## config.mk

```make
export PLATFORM = sky130hd
export DESIGN_NAME = reg_exec_ctrl
export DESIGN_NICKNAME = d
export VERILOG_FILES = /design/src/rtl/reg_exec_ctrl_pkg.sv /design/src/rtl/reg_exec_ctrl_alu8.sv /design/src/rtl/reg_exec_ctrl.sv
export SDC_FILE = /design/constraint.sdc
export NUM_CORES = 1
export LEC_CHECK = 0
export BUFFER_PORTS_ARGS = -buffer_cell sky130_fd_sc_hd__buf_2
export CORE_MARGIN = 3
export CORE_UTILIZATION = 45
export DETAILED_ROUTE_END_ITERATION = 16
export GPL_ROUTABILITY_DRIVEN = 0
export PLACE_DENSITY = 0.66
export SLEW_MARGIN = 20
export SYNTH_ARGS = -nofsm -noshare
export SYNTH_HDL_FRONTEND = slang
export SYNTH_SLANG_ARGS = --single-unit
```

## constraint.sdc

```tcl
create_clock -name clk -period 2.6 [get_ports clk]
set_input_delay 0.52 -clock clk [delete_from_list [all_inputs] [get_ports clk]]
set_output_delay 0.52 -clock clk [all_outputs]
set_load 0.01 [all_outputs]
```

## src/rtl/reg_exec_ctrl_pkg.sv

```systemverilog
// Shared types and instruction layout for the register-execute controller.
// Holds the opcode/state enums, instruction field positions and width defaults.
package reg_exec_ctrl_pkg;

   localparam int DATA_W_DEF = 8;
   localparam int ADDR_W_DEF = 3;

   localparam int OP_MSB  = 15;
   localparam int OP_LSB  = 13;
   localparam int RD_MSB  = 12;
   localparam int RD_LSB  = 10;
   localparam int RS1_MSB = 9;
   localparam int RS1_LSB = 7;
   localparam int RS2_MSB = 6;
   localparam int RS2_LSB = 4;
   localparam int IMM_MSB = 3;
   localparam int IMM_LSB = 0;

   typedef enum logic [2:0] {
      OP_ADD  = 3'b000,
      OP_SUB  = 3'b001,
      OP_AND  = 3'b010,
      OP_OR   = 3'b011,
      OP_XOR  = 3'b100,
      OP_SLT  = 3'b101,
      OP_ADDI = 3'b110,
      OP_NOP  = 3'b111
   } opcode_e;

   typedef enum logic [1:0] {
      IDLE = 2'b00,
      READ = 2'b01,
      EXEC = 2'b10,
      WB   = 2'b11
   } state_e;

   function automatic opcode_e get_opcode(input logic [15:0] word);
      return opcode_e'(word[OP_MSB:OP_LSB]);
   endfunction

endpackage

```

## src/rtl/reg_exec_ctrl_alu8.sv

```systemverilog
// Combinational ALU for the register-execute controller.
// Carry is the MSB carry-out for ADD/ADDI and the borrow for SUB.
module alu8
   import reg_exec_ctrl_pkg::*;
#(
   parameter int DATA_W = DATA_W_DEF
) (
   input  opcode_e           opcode,
   input  logic [DATA_W-1:0] a,
   input  logic [DATA_W-1:0] b,
   input  logic [3:0]        imm,
   output logic [DATA_W-1:0] result,
   output logic              carry
);

   logic [DATA_W:0] sum_s;

   // Operation select; NOP and unused codes yield zero with no carry.
   always_comb begin
      sum_s  = '0;
      result = '0;
      carry  = 1'b0;
      case (opcode)
         OP_ADD: begin
            sum_s  = {1'b0, a} + {1'b0, b};
            result = sum_s[DATA_W-1:0];
            carry  = sum_s[DATA_W];
         end
         OP_SUB: begin
            result = a - b;
            carry  = (a < b);
         end
         OP_AND:  result = a & b;
         OP_OR:   result = a | b;
         OP_XOR:  result = a ^ b;
         OP_SLT:  result = (a < b) ? DATA_W'(1) : '0;
         OP_ADDI: begin
            sum_s  = {1'b0, a} + (DATA_W + 1)'(imm);
            result = sum_s[DATA_W-1:0];
            carry  = sum_s[DATA_W];
         end
         OP_NOP:  result = '0;
         default: result = '0;
      endcase
   end

endmodule

```

## src/rtl/reg_exec_ctrl.sv

```systemverilog
// Four-state instruction controller: accept, read operands, execute, write back.
// No forwarding; the idle cycle after write-back covers register file latency.
module reg_exec_ctrl
   import reg_exec_ctrl_pkg::*;
#(
   parameter int DATA_W = DATA_W_DEF,
   parameter int ADDR_W = ADDR_W_DEF
) (
   input  logic              clk,
   input  logic              rst,
   input  logic              instr_valid,
   input  logic [15:0]       instr,
   output logic              instr_ready,
   output logic [ADDR_W-1:0] ra1,
   output logic [ADDR_W-1:0] ra2,
   input  logic [DATA_W-1:0] rd1,
   input  logic [DATA_W-1:0] rd2,
   output logic              we3,
   output logic [ADDR_W-1:0] wa3,
   output logic [DATA_W-1:0] wd3,
   output logic              done,
   output logic              zero,
   output logic              carry
);

   state_e            state_r, next_s;
   opcode_e           op_r;
   logic [2:0]        rd_r;
   logic [3:0]        imm_r;
   logic [DATA_W-1:0] op_a_r, op_b_r, result_r;
   logic [DATA_W-1:0] alu_result_s;
   logic              alu_carry_s;
   logic [ADDR_W-1:0] ra1_r, ra2_r, wa3_r;
   logic              we3_r, done_r, zero_r, carry_r;
   logic              accept_s;

   assign accept_s    = instr_valid && (state_r == IDLE);
   assign instr_ready = (state_r == IDLE);
   assign ra1         = ra1_r;
   assign ra2         = ra2_r;
   assign we3         = we3_r;
   assign wa3         = wa3_r;
   assign wd3         = result_r;
   assign done        = done_r;
   assign zero        = zero_r;
   assign carry       = carry_r;

   alu8 #(.DATA_W(DATA_W)) u_alu (
      .opcode (op_r),
      .a      (op_a_r),
      .b      (op_b_r),
      .imm    (imm_r),
      .result (alu_result_s),
      .carry  (alu_carry_s)
   );

   // State register.
   always_ff @(posedge clk) begin
      if (!rst) begin
         state_r <= IDLE;
      end else begin
         state_r <= next_s;
      end
   end

   // Next-state logic; every non-idle state advances unconditionally.
   always_comb begin
      next_s = state_r;
      case (state_r)
         IDLE: begin
            if (instr_valid) begin
               next_s = READ;
            end else begin
               next_s = IDLE;
            end
         end
         READ:    next_s = EXEC;
         EXEC:    next_s = WB;
         WB:      next_s = IDLE;
         default: next_s = IDLE;
      endcase
   end

   // Datapath and output registers; done/we3 are set on the EXEC->WB edge only.
   always_ff @(posedge clk) begin
      if (!rst) begin
         op_r     <= OP_ADD;
         rd_r     <= 3'd0;
         imm_r    <= 4'd0;
         ra1_r    <= '0;
         ra2_r    <= '0;
         op_a_r   <= '0;
         op_b_r   <= '0;
         result_r <= '0;
         wa3_r    <= '0;
         we3_r    <= 1'b0;
         done_r   <= 1'b0;
         zero_r   <= 1'b0;
         carry_r  <= 1'b0;
      end else begin
         we3_r  <= 1'b0;
         done_r <= 1'b0;
         case (state_r)
            IDLE: begin
               if (accept_s) begin
                  op_r  <= get_opcode(instr);
                  rd_r  <= instr[RD_MSB:RD_LSB];
                  imm_r <= instr[IMM_MSB:IMM_LSB];
                  ra1_r <= ADDR_W'(instr[RS1_MSB:RS1_LSB]);
                  ra2_r <= ADDR_W'(instr[RS2_MSB:RS2_LSB]);
               end
            end
            READ: begin
               op_a_r <= rd1;
               op_b_r <= rd2;
            end
            EXEC: begin
               result_r <= alu_result_s;
               zero_r   <= (alu_result_s == '0);
               carry_r  <= alu_carry_s;
               wa3_r    <= ADDR_W'(rd_r);
               done_r   <= 1'b1;
               we3_r    <= (op_r != OP_NOP) && (rd_r != 3'd0);
            end
            WB:      ;
            default: ;
         endcase
      end
   end

endmodule

```

Yosys cells after proc, flatten, opt, wreduce, memory -nomap -nowiden
Index checks and enable logic that the tools add are counted.

Add/sub/neg operators: 3. Magnitude comparators: 1. Equality and inequality tests: 11. Mux-type cells: 6. Bitwise gates (word level): 3. Reduce and logical (&&, ||, !) cells: 8.

Operators with widths (count): $pmux 8 s8 (1); $eq 3x3->1 const B (4); $add 8x4->9 (1); $add 8x8->9 (1); $and 8x8->8 (1); $logic_not 8->1 (1); $lt 8x8->1 (1); $or 8x8->8 (1); $pmux 2 s4 (1); $sub 8x8->8 (1); $xor 8x8->8 (1); $eq 3x2->1 const B (2); $eq 2x2->1 const B (2); $reduce_and 2->1 (2); $eq 3x1->1 const B (1); $logic_not 3->1 (1); $mux 1 (3); $ne 3x3->1 const B (1); $pmux 1 s3 (1); $reduce_bool 3->1 (1); $eq 2x1->1 const B (1); $logic_and 1x1->1 (2); $logic_not 2->1 (1).

Register bits: 49. Word-level logic and storage cells: 46.

Longest topological paths before layout
Gate-level depths: netlist of the first run.

Word-level depth: 4. Depth in mapped cells: 10. Depth with buffers taken out: 10.

By module
From an unflattened synthesis of the first run, not the netlist that was laid out.

Cells, all modules: 384. Area total of the unflattened synthesis: 3480.8 µm².

Modules (own cells, without submodules): reg_exec_ctrl (times used 1, cells an instance 184, area an instance 2040.7 µm²); alu8 (times used 1, cells an instance 200, area an instance 1440.1 µm²).

Least setup slack after synthesis of the first run
OpenSTA, ideal clock, no wires.

Path kind: reg2reg. Start point: register op_a_r[1]. End point: register zero_r (netlist: zero). Arrival time: 2230 ps. Data required time: 2508 ps. Setup slack: 277 ps. Cell stages (with the launch flop): 10. Clock period less this slack: 2323 ps. Cells stage by stage: dfxtp_1 > inv_1 > ha_1 > nor2_1 > o311a_4 > o311ai_4 > a21oi_2 > a31o_1 > or3_1 > o32ai_1.

Longest elaborated chain between the ends: 4. Elaborated cells on any way between the ends: 10. Classes of those cells: add/sub (3); order compare (1); mux (2); bitwise (3); reduce/logical (1).

RTL lines: start: declaration (line reg_exec_ctrl.sv:30) `logic [DATA_W-1:0] op_a_r, op_b_r, result_r;`; start signal: assignment (line reg_exec_ctrl.sv:114) `op_a_r <= rd1;`; $lt 8x8->1 (line reg_exec_ctrl_alu8.sv:36) `OP_SLT: result = (a < b) ? DATA_W'(1) : '0;`; $mux 1 (line reg_exec_ctrl_alu8.sv:36); $pmux 8 s8 (*) (line reg_exec_ctrl_alu8.sv:23) `case (opcode)`; $logic_not 8->1 (*) (line reg_exec_ctrl.sv:119) `zero_r <= (alu_result_s == '0);`; end signal: assignment (line reg_exec_ctrl.sv:119); end: declaration (line reg_exec_ctrl.sv:34) `logic we3_r, done_r, zero_r, carry_r;`.

Every way passes the cells marked *; elsewhere a longest branch is shown, timed or not. A chain may end at the register's enable or synchronous reset.

Worst setup path in the final report of the first run
Start point: register op_a_r[0]. End point: register result_r[6] (netlist: wd3[6]).

Longest elaborated chain between the ends: 2. Elaborated cells on any way between the ends: 4. Classes of those cells: add/sub (3); mux (1).

RTL lines: $add 8x4->9 (tied with other cells) (line reg_exec_ctrl_alu8.sv:38) `sum_s = {1'b0, a} + (DATA_W + 1)'(imm);`; $pmux 8 s8 (*) (line reg_exec_ctrl_alu8.sv:23); end signal: assignment (line reg_exec_ctrl.sv:118) `result_r <= alu_result_s;`; end: declaration (line reg_exec_ctrl.sv:30).

Marks and branches as above.

==> results by stage, run 1 <==
Detailed routing:
- The via-per-instance ratio is ~5.4.
- The number of iterations in the first detailed-routing pass is 5.
- The first routing iteration left around 180 violations.
- The count of unresolved DRC violations after routing is 0.
- The final antenna-violating net count is 0.
- The total detailed-routing wirelength is 8.53 mm.
- The via total after detailed routing is 2985.
- In the final routed layout, each cell accounts on average for 15.4 µm.

Yosys:
- Counting flops with a built-in enable in the synthesized netlist gives 0.
- The top-area cell type share of the netlist area is 30.0%.
- During synthesis, Yosys emitted a total of 0 warnings.
- Averaged over all synthesized cells, the footprint is 8.21 µm².
- Among all flip-flop cells after synthesis, the most frequent one is sky130_fd_sc_hd__dfxtp_1.
- The number of instances in the synthesized netlist is 399.
- By area the synthesized netlist is led by sky130_fd_sc_hd__dfxtp_1 (30%), sky130_fd_sc_hd__ha_1 (12%), sky130_fd_sc_hd__mux2i_1 (7.6%), sky130_fd_sc_hd__a21oi_1 (5.5%), sky130_fd_sc_hd__nor2_1 (5.5%).
- For this run, the register share of the synthesized area comes to roughly 30%.
- sky130_fd_sc_hd__dfxtp_1 takes more of the synthesized area than any other cell.
- The cell area that synthesis handed to floorplanning was 3270 µm².
- For this run, asynchronously set or reset flops after synthesis account for 0%.
- When the netlist entered floorplanning its net count stood at 468.
- The post-synthesis sequential element count is just under 50.
- The netlist uses about 60 different library cells.

Timing:
- The worst-case headroom to the max-slew limit is 62.6%.
- The final hold violation count is 0.
- Setup violations remaining at the end of the flow were counted as 0.
- The achievable frequency is 399 MHz.
- The sum of negative setup slack is 0 ns.
- Clock skew on the completed layout was measured at 0.00925 ns.
- Setup repair after global routing left no endpoint under its margin.
- The shortest period the worst path allows is around 2.5 ns.
- The slew at the pin with the worst max-slew slack is around 0.56 ns.
- The final cycle utilization of the critical path is a little over nine tenths.
- The max-slew violation count is 0.

GRT:
- The number of antenna violations at the first check in global routing is 0.
- The combined global-route utilization of all metal layers is 21.1%.
- Entering global routing, the biggest net connects 40 pins.
- After global routing the overflow that remains totals 0.
- The number of global-route vias before repair is around 3000.
- The first-pass GRT wire length is 14.3 mm.

Worst hold path:
- In this run the most critical hold path is launched from instr[8].
- The path class of the tightest hold or removal check is input port to flip-flop.

Pwr:
- The overall power of the completed layout is 0.00207 W.
- The largest vdd supply drop is 0.310 mV.
- In this run the power density over the cells is 537 nW/µm².
- The static leakage power is approximately 1.6 nW.

Clock network:
- Counting every sink on the clock net gives 49.
- The number of buffers inserted by hold repair at cts is 0.
- The number of gates resized after cts is 0.
- The number of buffers inserted during clock tree synthesis is 5.
- The TritonCTS clock tree is built.
- Post-CTS timing repair inserted 0 buffers for setup.
- The clock passes through at most 2 buffers.
- Clock-pin slew was measured on the worst setup and hold paths at 0.10 ns.
- The level count of the clock H-tree is 2.
- Clock latency on the worst-skew pair, taken at its later pin, is a little over 0.3 ns.
- In this run the clock root is driven by a sky130_fd_sc_hd__clkbuf_8.

Setup path:
- The arrival time at the worst endpoint is 2.77 ns.
- The data required time at the worst endpoint is around 2.9 ns.
- The startpoint of the worst register-to-register path is op_a_r[0]$_SDFFE_PN0N_.
- The launching element type of the critical path is a flip-flop.
- Tracing the worst setup path back leads to its startpoint at op_a_r[0]$_SDFFE_PN0N_.
- Of all nets on the critical path, the largest fanout is 4.
- The critical path is of the flip-flop to flip-flop type.
- STA classifies the critical path endpoint as a flip-flop.

Die:
- The floorplan die width is 91.3 µm.
- 57 I/O pins were placed.
- After floorplanning, the core was sized to cover 6910 µm².
- The initial utilization of the core area, before any placement, comes to 47.4%.
- The floorplan has 30 rows.
- The floorplan step set the die height to 91.3 µm.
- The total die area is 8340 µm².

Placed design:
- Once placement finished, the instance area stood at about 3700 µm².
- The estimated wirelength of the detail-placed design is about 6.7 mm.
- The number of buffers added on ports is 56.

Finish:
- The number of antenna diodes in the final layout is 0.
- The filler cells instantiated in the layout total 663.
- The summed area of non-filler cells in the final layout is 3860 µm².
- The net count reported at finish is 526.
- The area growth from synthesis to layout is 17.8%.
- In the final layout, the share of cells above drive strength 1 is 21.4%.

Run status:
- The run finished with clean final reports.

Run:
- The number of maximum-capacitance violations is 0.
[final timing paths]
path,slack [ns],end,cells past startpoint
worst max-delay path,0.09,wd3[6]$_SDFFE_PN0P_,10
worst min-delay path,0.43,ra1[1]$_SDFFE_PN0P_,3
worst max register to register,0.09,wd3[6]$_SDFFE_PN0P_,10
worst min register to register,0.45,ra2[0]$_SDFFE_PN0P_,2
[power by group]
group | internal (W) | switching (W)
Sequential | 0.000806 | 0.0000496
Combinational | 0.000280 | 0.000362
Clock | 0.000295 | 0.000279
Total | 0.00138 | 0.000691
[flip-flops by register name (all words and copies together), names as in the netlist, 4 cells and up]
name,flops
op_a_r,8
imm_r,4
op_b_r,8
wd3,8
[metal layers]
metal	part of all wire [%]	GRT usage [%]	wire, µm	up-vias
met5	0	0	0	-
met4	1.5	6.28	127	0
met2	47	33.2	3970	103
li1	-	-	-	1497
met3	6.2	4.23	527	12
met1	46	29.1	3910	1373
[cells by family after synthesis]
kind of cell,Yosys count,share of synthesized area (%)
DFF,49,30.0
adders and majority gates,34,13.7
and+or+nand+nor,132,18.9
AOI/OAI and AO/OA,98,20.9
muxes,27,8.33
xor gates and xnor gates,7,1.87
buffers and inverters,52,6.34
[cell type report]
type,instances,area [µm²],share of cell area (%)
well taps,96,120,3.11
inverters,30,113,2.92
clock inverters,3,50.0,1.30
clock buffers,5,68.8,1.78
repair buffers,73,408,10.6
flip-flops and latches,49,982,25.5
multi-input cells,298,2120,54.8
[per-stage QoR]
step	cells	setup slack [ns]	hold slack [ns]	utilization (%)
after CTS	554	0.0782	0.424	55.4
final	554	0.0922	0.432	55.9
after global routing	554	0.0000666	0.432	55.9
after global placement	546	0.160	0.441	53.7
after floorplan	399	0.277	0.441	-
after detailed placement	546	0.110	0.444	53.7
[critical path: stages, from the launching register on]
cell                        delay (ns)
sky130_fd_sc_hd__dfxtp_1          0.39
sky130_fd_sc_hd__inv_1            0.08
sky130_fd_sc_hd__ha_1             0.23
sky130_fd_sc_hd__fa_1             0.41
sky130_fd_sc_hd__o21bai_1         0.23
sky130_fd_sc_hd__nand3_1          0.16
sky130_fd_sc_hd__and2_1           0.20
sky130_fd_sc_hd__a221oi_1         0.31
sky130_fd_sc_hd__a2bb2oi_1        0.26
sky130_fd_sc_hd__mux2i_1          0.10
sky130_fd_sc_hd__nor2_1           0.08
[layout by cell type (no fill, tap or decap), types with 4 or more instances in the layout]
cell type / n
sky130_fd_sc_hd__a21oi_1: 36
sky130_fd_sc_hd__nand2_1: 40
sky130_fd_sc_hd__inv_1: 29
sky130_fd_sc_hd__o21bai_1: 4
sky130_fd_sc_hd__a211oi_1: 5
sky130_fd_sc_hd__buf_2: 56
sky130_fd_sc_hd__nor2_1: 48
sky130_fd_sc_hd__nand2b_1: 6
sky130_fd_sc_hd__a22oi_1: 4
sky130_fd_sc_hd__buf_4: 17
sky130_fd_sc_hd__nor2b_1: 7
sky130_fd_sc_hd__o21ai_0: 11
sky130_fd_sc_hd__clkbuf_8: 5
sky130_fd_sc_hd__xnor2_1: 6
sky130_fd_sc_hd__ha_1: 29
sky130_fd_sc_hd__nor3_1: 5
sky130_fd_sc_hd__nand3_1: 4
sky130_fd_sc_hd__dfxtp_1: 48
sky130_fd_sc_hd__mux2i_1: 25
[synth_stat cells, drive strengths merged, types with 2 or more instances]
master	n
ha	31
nor3	5
o221a	2
a211oi	6
o31ai	4
mux2i	25
a21o	2
o221ai	3
mux2	2
inv	29
dfxtp	49
a22oi	4
nor2b	8
o21a	2
a21oi	37
a211o	2
nand2b	7
nor2	48
a221oi	3
o21ai	12
or3	3
buf	9
o22ai	3
and2	3
or2	2
xnor2	6
nor4	2
o21bai	4
fa	3
nand2	40
clkbuf	13
nand3b	3
nand3	4
o211a	2
Power figures use the tool's default switching activity.
==> run 2: changes to the inputs <==
- BUFFER_PORTS_ARGS: -buffer_cell sky130_fd_sc_hd__buf_2 -> -buffer_cell sky130_fd_sc_hd__buf_4
==> run 2 against run 1 <==
Against the previous run:
- fmax is 2.0% higher
- register-to-register slack better by 0.05 ns
- utilization is 1.4 points higher
- worst setup slack better by 0.049 ns
- cell area is 2.6% higher
- clock-buffer cell count stayed put
- combinational power is 6.7% higher
- via count is 1.6% higher
- total power is 3.5% lower
- sequential power hardly changed
- clock power is 20% lower
- clock skew is 0.0026 ns lower
- critical path type unchanged
==> results by stage, run 2 (synthesis gave the netlist of run 1 again) <==
Die:
- The total die area is 8340 µm².
- For this configuration, the core starts out at a cell density of approximately 47%.
- The vertical die dimension is 91.3 µm.
- The number of core rows is 30.
- The floorplan die width is between 90 and 100 µm.
- 57 I/O pins were placed.
- The area of the placeable core is 6910 µm².

Finish:
- From synthesis to final layout, the design area changed by 20.9%.
- The fraction of layout instances using a drive strength above 1 is 22.2%.
- After the flow finishes, the layout carries non-filler instances totaling 550.
- Fill cells in the final layout number roughly 700.
- The net count reported at finish is between 500 and 600.
- The most common library cell in the layout ignoring fill and taps is sky130_fd_sc_hd__buf_4.
- The repair_antennas step left the layout with diodes totalling 0.
- The summed area of non-filler cells in the final layout is 3960 µm².
- In the layout the commonest cells are sky130_fd_sc_hd__buf_4 (70), sky130_fd_sc_hd__nor2_1 (47), sky130_fd_sc_hd__dfxtp_1 (46), sky130_fd_sc_hd__nand2_1 (40), sky130_fd_sc_hd__a21oi_1 (36).

Clock network:
- The number of clock buffers added by TritonCTS is 5.
- The clock tree synthesis step divided the H-tree into 2 levels.
- The TritonCTS sink count is ~50.
- The clock-pin slew reported for the worst setup and hold paths after clock tree synthesis is roughly 0.1 ns.
- The number of buffers inserted by hold repair at cts is 0.
- TritonCTS built the clock tree.
- CTS placed an instance of sky130_fd_sc_hd__clkbuf_8 at the clock tree root.
- In this run the deepest clock path goes through 2 buffers.
- The clock reaches the later pin of the worst-skew pair after 0.31 ns.
- The number of gates resized after cts is 0.
- The number of buffers inserted to repair setup after CTS is 0.

Setup path:
- The worst setup slack for register-to-register paths is 0.14 ns.
- Along the worst path, the maximum fanout reaches 4.
- Measured in cells, the most critical reg-to-reg path has a length of 9.
- The setup path with the least slack is of type flip-flop to flip-flop.
- The worst register-to-register path begins at op_a_r[1]$_SDFFE_PN0N_.
- The slowest stage of the critical path is the sky130_fd_sc_hd__or3_1 cell.
- The arrival time at the worst endpoint is 2.68 ns.
- Following the worst setup path forward leads to its endpoint at zero$_SDFFE_PN0P_.
- The worst stage delay on the critical path is 0.35 ns.
- Tracing the worst setup path back leads to its startpoint at op_a_r[1]$_SDFFE_PN0N_.
- At the worst endpoint, the required time is 2.82 ns.
- Traced cell by cell, the critical path runs through inv_1, ha_4, a211oi_2, o31ai_2, a21oi_1, o31a_1, mux2i_1, or3_1, o32ai_1.
- The launching element type of the critical path is a flip-flop.
- The endpoint class of the critical path is a flip-flop.
- The destination of the worst register-to-register timing path is zero$_SDFFE_PN0P_.

Timing:
- The final cycle utilization of the critical path is 94.6%.
- The final-layout worst hold slack is 0.434 ns.
- The final hold violation count is 0.
- The achievable frequency is 407 MHz.
- The max-slew violation count is 0.
- In this run the tightest slew margin relative to its limit is a little over three fifths.
- The shortest period the worst path allows is 2.46 ns.
- At the pin with the least slew margin, the transition time is between 0.5 and 0.6 ns.
- Setup violations remaining at the end of the flow were counted as 0.
- The largest clock skew in the final design is 0.00662 ns.

Pwr:
- The overall power of the completed layout is 0.00200 W.
- Registers are responsible for 42.7% of the overall power.
- The power density relative to cell area is 505 nW/µm².
- The net switching power is 0.000694 W.
- Net switching is about a third of the power.
- The share of total power in combinational logic is 34.3%.
- The static leakage power is approximately 1.7 nW.
- In this run, the clock network consumes 23.0% of the power.
- The largest vdd supply drop is 0.338 mV.
- The cell-internal power is 0.00130 W.

Run:
- The number of maximum-capacitance violations is 0.

Placed design:
- Buffers placed on the I/O ports in this run total 56.
- The area after detailed placement is ~3800 µm².
- After detailed placement, the design holds a cell count of 543.
- The wire-length estimate of the detail-placed layout is 6.69 mm.

Detailed routing:
- After detailed routing, the number of remaining DRC violations is 0.
- The detailed router placed approximately 3000 vias in this run.
- The average wire per standard cell is 16.0 µm.
- The total detailed-routing wirelength is 8.80 mm.
- The first TritonRoute pass finished after 5 iterations.
- In this run, the number of DRC markers left after iteration 0 of detailed routing was 199.
- In this run the remaining antenna-violating nets after routing total 0.
- Dividing the detail-routed via count by the number of cells gives 5.52.

GRT:
- The number of antenna violations at the first check in global routing is 0.
- The combined global-route utilization of all metal layers is 21.3%.
- The maximum number of pins on one net before global-route repair is 38.
- The number of global-route vias before repair is roughly 3000.
- The first global-routing pass estimated approximately 14 mm of wire.
- The sum of overflow across all layers after global routing is 0.

Run status:
- The flow ran to the end, and the final reports show no timing, DRC or antenna violations.

Worst hold path:
- The tightest min-delay check is of the input port to flip-flop type.
- The hold path startpoint is rd2[3].
run 2: area by class of cell:
class,count,area (µm²),share of cell area (%)
flip-flops and latches,49,985,24.9
well taps,96,120,3.04
multi-input cells,298,2130,53.9
inverters,30,113,2.85
clock buffers,5,68.8,1.74
clock inverters,2,13.8,0.348
repair buffers,70,526,13.3
run 2: through the flow:
| stage | TNS [ns] | worst slack, ns | util, % |
|---|---|---|---|
| 3_3_place_gp | 0 | 0.137 | 55.4 |
| 4_1_cts | 0 | 0.0971 | 56.6 |
| 5_1_grt | -0.0375 | -0.0375 | 57.3 |
| 2_1_floorplan | 0 | 0.277 | - |
| 6_report | 0 | 0.141 | 57.3 |
| 3_5_place_dp | 0 | 0.131 | 55.4 |
run 2: power by group through the flow:
stage | Clock, W | Sequential, W | Combinational [W]
floorplan | 0 | 0.000866 | 0.000444
global placement | 0 | 0.000866 | 0.000652
detailed placement | 0 | 0.000869 | 0.000659
CTS | 0.000472 | 0.000851 | 0.000663
global route | 0.000501 | 0.000861 | 0.000756
finish | 0.000460 | 0.000853 | 0.000685
run 2: how the worst min path moves through the flow:
stage / cells after the start / endpoint / slack (ns)
after floorplan: 2 / imm_r[0]$_SDFFE_PN0P_ / 0.44
after global placement: 2 / ra1[2]$_SDFFE_PN0P_ / 0.44
after detailed placement: 2 / ra1[2]$_SDFFE_PN0P_ / 0.46
after CTS: 3 / op_b_r[3]$_SDFFE_PN0N_ / 0.44
after global routing: 3 / rd_r[1]$_SDFFE_PN0P_ / 0.45
final: 3 / op_b_r[3]$_SDFFE_PN0N_ / 0.43
run 2: layer usage:
metal,part of all wire [%],GRT usage [%]
met1,46,28.8
met2,47,34.9
met3,6.1,3.98
met4,1.3,5.78
met5,0,0
run 2: worst max-delay path, delay by kind of cell (launching register included):
family / cells / cell delay, ns
and+or+nand+nor: 1 / 0.35
AOI/OAI and AO/OA: 5 / 1.09
adders and majority gates: 1 / 0.27
buffers and inverters: 1 / 0.23
DFF: 1 / 0.32
muxes: 1 / 0.11
